$ cat config.mk
export PLATFORM = sky130hd
export DESIGN_NAME = even_odd_counter
export DESIGN_NICKNAME = d
export VERILOG_FILES = /design/src/rtl/even_odd_counter.sv
export SDC_FILE = /design/constraint.sdc
export NUM_CORES = 1
export LEC_CHECK = 0
export ABC_AREA = 1
export BUFFER_PORTS_ARGS = -buffer_cell sky130_fd_sc_hd__buf_4
export CORE_MARGIN = 5
export CORE_UTILIZATION = 50
export DETAILED_ROUTE_END_ITERATION = 10
export GPL_TIMING_DRIVEN = 0
export PLACE_DENSITY = 0.72
export RECOVER_POWER = 25
export SYNTH_ARGS = -nofsm -noshare
export SYNTH_HDL_FRONTEND = slang
export SYNTH_SLANG_ARGS = --single-unit
export TNS_END_PERCENT = 5
$ cat constraint.sdc
create_clock -name clk -period 2.25 [get_ports clk]
set_clock_uncertainty 0.1 [all_clocks]
set_input_delay 0.3375 -clock clk [delete_from_list [all_inputs] [get_ports clk]]
set_output_delay 0.3375 -clock clk [all_outputs]
set_load 0.03 [all_outputs]
$ cat src/rtl/even_odd_counter.sv
// even_odd_counter: counts even and odd 32-bit words over a frame and reports
// the two totals through a valid/ready handshake. A frame closes after
// FRAME_LEN accepted words or on an accepted word flagged with in_last.
module even_odd_counter #(
    parameter int FRAME_LEN = 8
) (
    input  logic        clk,
    input  logic        rst_n,
    input  logic [31:0] in_data,
    input  logic        in_valid,
    input  logic        in_last,
    output logic        in_ready,
    output logic [15:0] out_even,
    output logic [15:0] out_odd,
    output logic        out_valid,
    input  logic        out_ready
);

    typedef enum logic {
        COLLECT = 1'b0,
        REPORT  = 1'b1
    } state_t;

    localparam logic [15:0] FRAME_LEN_W = 16'(FRAME_LEN);

    state_t      state_q, state_d;
    logic [15:0] even_cnt_q, odd_cnt_q, word_cnt_q;
    logic [15:0] out_even_q, out_odd_q;
    logic        out_valid_q;

    logic        accept;
    logic        word_is_odd;
    logic        close_frame;
    logic [15:0] word_cnt_inc, even_cnt_inc, odd_cnt_inc;

    // Only bit 0 decides the class; the upper bits are deliberately unused.
    logic unused_data_bits;
    assign unused_data_bits = ^in_data[31:1];

    // Accept qualification and the counts as they will be after this word.
    always_comb begin
        accept       = in_valid && in_ready;
        word_is_odd  = in_data[0];
        word_cnt_inc = word_cnt_q + 16'd1;
        even_cnt_inc = even_cnt_q + {15'd0, ~word_is_odd};
        odd_cnt_inc  = odd_cnt_q + {15'd0, word_is_odd};
        close_frame  = accept && ((word_cnt_inc == FRAME_LEN_W) || in_last);
    end

    // State register.
    always_ff @(posedge clk or negedge rst_n) begin
        if (!rst_n) begin
            state_q <= COLLECT;
        end else begin
            state_q <= state_d;
        end
    end

    // Next-state logic: leave COLLECT on a closing accept, leave REPORT on handshake.
    always_comb begin
        state_d = state_q;
        case (state_q)
            COLLECT: if (close_frame) state_d = REPORT;
            REPORT:  if (out_ready)   state_d = COLLECT;
            default: state_d = COLLECT;
        endcase
    end

    // Output decode: in_ready depends on state alone, so no input reaches it.
    always_comb begin
        in_ready = (state_q == COLLECT);
    end

    // Frame counters and result registers; a closing word is folded into the result.
    always_ff @(posedge clk or negedge rst_n) begin
        if (!rst_n) begin
            even_cnt_q  <= 16'd0;
            odd_cnt_q   <= 16'd0;
            word_cnt_q  <= 16'd0;
            out_even_q  <= 16'd0;
            out_odd_q   <= 16'd0;
            out_valid_q <= 1'b0;
        end else begin
            if (close_frame) begin
                out_even_q  <= even_cnt_inc;
                out_odd_q   <= odd_cnt_inc;
                out_valid_q <= 1'b1;
                even_cnt_q  <= 16'd0;
                odd_cnt_q   <= 16'd0;
                word_cnt_q  <= 16'd0;
            end else if (accept) begin
                even_cnt_q  <= even_cnt_inc;
                odd_cnt_q   <= odd_cnt_inc;
                word_cnt_q  <= word_cnt_inc;
            end else if ((state_q == REPORT) && out_ready) begin
                out_valid_q <= 1'b0;
            end
        end
    end

    assign out_even  = out_even_q;
    assign out_odd   = out_odd_q;
    assign out_valid = out_valid_q;

endmodule

Word-level counts from Yosys, hierarchy flattened
Cells that the tools add are included.

storage, ports and cells
  flip-flop bits (word level) = 82
  input bits = 37
  logic and storage cells = 33
  output and inout bits = 34

cells by class
  mux-type cells = 12
  eq/ne operators = 2
  reduce and logical (&&, ||, !) cells = 7
  $add $sub $neg = 3
  bitwise logic cells = 2

operators by type and width
  cell                                                   number
  2-to-1 mux 16 bit                                      6
  adder 16 x 1 -> 16 bit                                 2
  adder 16 x 1 -> 16 bit, second input constant          1
  equality test 16 x 4 -> 1 bit, second input constant   1
  2-to-1 mux 1 bit                                       5
  nonzero test 2 bit                                     2
  logical AND 1 bit                                      3
  inequality test 2 x 1 -> 1 bit, second input constant  1
  NOT 1 bit                                              2
  case mux 1 bit (2 select lines)                        1
  AND reduction 2 bit                                    1
  logical OR 1 bit                                       1

Depth between registers and ports, before layout
  depth in word-level cells = 6
  mapped depth = 16
  gate-level depth less buffers = 15

Worst setup path after synthesis
OpenSTA, ideal clock, no wires.

  path kind = reg2reg
  start point = register word_cnt_q[0]
  end point = register out_odd_q[10], in the netlist out_odd[10]
  slack = 0.245 ns
  clock period less this slack = 2.005 ns
  cell stages (with the launch flop) = 16
  arrival time = 1.787 ns
  data required time = 2.032 ns
  setup time = 0.118 ns
  cells stage by stage = dfrtp_1 -> ha_1 -> nand3_1 -> nor2_2 -> nand2_1 -> nand2_1 -> nand2_1 -> nor2_1 -> nand2_1 -> nor2_2 -> nand2_4 -> nand2_8 -> nand2_4 -> buf_6 -> nand2_1 -> nand2_1

between the ends
  word-level cells in the longest chain between the ends = 4

ends and longest elaborated chain
  item                           line  source
  start: declaration             27    logic [15:0] even_cnt_q, odd_cnt_q, word_cnt_q;
  start signal: assignment       94    word_cnt_q <= word_cnt_inc;
  adder 16 x 1 -> 16 bit         44    word_cnt_inc = word_cnt_q + 16'd1;
  equality test 16 x 4 -> 1 bit  47    close_frame = accept && ((word_cnt_inc == FRAME_LEN_W) || in_last);
  logical OR 1 bit               47
  logical AND 1 bit              47
  end signal: assignment         86    out_odd_q <= odd_cnt_inc;
  end: declaration               28    logic [15:0] out_even_q, out_odd_q;

Every way passes these cells.
A chain may end at the register's enable or synchronous reset.

Worst setup path in the final report
  start point = register word_cnt_q[0]
  end point = register out_even_q[0], in the netlist out_even[0]

between the ends
  word-level cells in the longest chain between the ends = 4

ends and longest elaborated chain
  item                           line  source
  adder 16 x 1 -> 16 bit         44
  equality test 16 x 4 -> 1 bit  47
  logical OR 1 bit               47
  logical AND 1 bit              47
  end signal: assignment         85    out_even_q <= even_cnt_inc;
  end: declaration               28

Every way passes these cells.

==> metrics <==
Highest Clock Rate=0.454 GHz; Pwr Total=3250 uW; number of DRC markers in iteration 0=253; Netlist cell types=28; Num CTS Buffers=9; Die Ht=103 um; Fin Hold WS=0.0485 ns; status=complete, but fails checks; Syn Area/Cell=7.91 sq um; CTS tree=done; Seq cells post-synth=82; via-per-instance ratio=5.39; Final Hold Viols=0; DRT Pass-1 Iters=5; post-synthesis cell count=545; TNS Setup=0 ns; vias=3,829; non-filler instance count after layout=710; total of max-cap violations=1; Clock transition at path regs=0.09 ns; die width=103 um; Final Critical Period=2.20 ns; DRT antenna net count=0; failing checks=max-capacitance violations, max-slew violations; Ports=71; Rows=33; Synth warnings=0; synth top area cells=dfrtp_1, nand2_1, nand4_1; top cell type's share of synthesized area=47.6%; routability-driven placement congestion ratio=0.888; fin. max-slew vios=83; Setup crit end kind=flop; Max-Slew Margin vs Limit=-35.3%; Lkg Pwr=0.00264 uW; critical path peak fanout=10; asr flop ratio synth=100%; clk root buf=clkbuf_8; number of global-route vias before repair=3,765; drc violations=0; Synth top cells by count=nand2_1, dfrtp_1, nand4_1; layout cell share with drive strength beyond 1=15.0%; pin count of the biggest net entering global routing=83; grt ovf=0; Final nets=642; Hold Crit Class=input pin to flop; synthesized area=4310 sq um; main flop type after synthesis=dfrtp_1; initial antenna violation count=0; number of flops mapped to enable cells by yosys=0; Core ar.=8300 sq um; count leader, synth=nand2_1; die area=10,600 sq um; Final Cycle Share=98.0%; Initial Utilization=52.0%; Syn Nets=587; area delta synth->final=17.8%; diode count=0; largest area contributor in the netlist=dfrtp_1; total global-route track usage=21.0%; critical path arrival=2.39 ns; maximum root-to-sink buffer count=2; wire length per cell=14.5 um; PwrDens=639 nW/um^2; setup repair after global routing missed its margin=true; CTS hold repair buffers=0; Startpoint Class=flop; # H-tree levels=3; Total Routed Length=10,300 um; placed insts=689; Clk Latency, worst-skew pair=0.35 ns; first-pass GRT wire length=17,700 um; WP data required=2.43 ns; Setup Viol. Count Final=0; R2R Setup Slk=0.05 ns; kind of critical path=flop to flop; clk sink count=82; VDD IR-drop max=354 uV; dpl hpwl=7060 um; Slew @ Worst Pin=2.03 ns; sequential fraction of the synthesis area=47.6%; final core occ=61.2%; Buffers on Ports=39
==> cell families after synthesis <==
group                      Yosys count  share of synthesized area, %
AOI/OAI and AO/OA                    8                          1.04
xor gates and xnor gates            31                          6.30
adders and majority gates            5                          1.45
buffers and inverters               51                          5.37
DFF                                 82                          47.6
and+or+nand+nor                    368                          38.3
==> layer usage <==
layer  up-vias  routed length (um)  GRT usage (%)
li1       1896                   -              -
met1      1816                4650           29.3
met2       101                4960           33.9
met3        16                 511           3.04
met4         0                 173           7.07
met5         -                   0              0
==> state kept, by name (all words and copies together), names as in the netlist <==
signal and flops:
word_cnt_q 16, out_valid 1, even_cnt_q 16, out_odd 16
out_even 16, odd_cnt_q 16, state_q 1
==> cells in the final DEF (no fill, tap or decap), types with 2 or more instances in the layout <==
cell type and n:
nand2_1 220, nand2_8 2, clkbuf_1 12, nor3_2 2, nand3_1 49, o22ai_1 2
nand3b_1 4, buf_4 45, inv_1 22, buf_6 2, nand4_1 52, nor2_2 4
nor2_4 4, xnor2_1 11, xor2_1 20, dfrtp_1 82, nor2_1 27, clkbuf_8 11
o21ai_1 2, clkbuf_2 5, buf_2 4, a21oi_1 3, bufinv_16 2, ha_1 4
==> path summary, 6_finish.rpt <==
kind | endpoint | cells past startpoint | startpoint
max | out_even[0] | 12 | word_cnt_q[0]
min | state_q | 2 | out_ready
max reg2reg | out_even[0] | 12 | word_cnt_q[0]
min reg2reg | out_odd[12] | 2 | out_odd[12]
max in group asynchronous | out_even[15] | 1 | rst_n
min in group asynchronous | out_valid | 1 | rst_n
==> area by class of cell <==
| class | instances | area (sq um) |
|---|---|---|
| multi-input combinational | 412 | 2090 |
| clock buffer | 11 | 151 |
| sequential | 82 | 2050 |
| clock inverter | 5 | 85.1 |
| inverter | 24 | 90.1 |
| timing repair buffer | 44 | 328 |
| fill | 749 | 3220 |
| tap | 105 | 131 |
| buffer | 27 | 149 |
==> critical path: stages, from the launching register on <==
cell and delay, ns:
dfrtp_1 0.40, ha_4 0.17, nand2_1 0.10, nor2_4 0.17, nand3_1 0.12, xor2_1 0.20, nand2_1 0.10, nor2_2 0.15
nand2_4 0.11, nand2_8 0.12, buf_4 0.18, nand3_1 0.11, nand2_1 0.11
==> what timing repair did <==
action,4_1_cts,5_1_grt
setup endpoints to repair,78,60
setup buffers,4,1
pin swaps,3,6
gates resized for setup,5,15
==> report_power, final <==
| group | total [uW] | internal (uW) | leakage (uW) | switching, uW |
|---|---|---|---|---|
| logic | 415 | 129 | 0.00139 | 286 |
| clock network | 1260 | 692 | 0.000116 | 569 |
| registers | 1570 | 1530 | 0.00113 | 42.8 |
| total | 3250 | 2350 | 0.00264 | 897 |
==> through the flow <==
step / worst slack (ns) / instance area, sq um
2_1_floorplan: 0.245 / 4310
3_3_place_gp: -0.123 / 4740
3_5_place_dp: -0.154 / 4740
4_1_cts: 0.0220 / 5030
5_1_grt: -0.122 / 5080
6_report: 0.0458 / 5080
No activity file was read; power rests on OpenSTA's default activity.
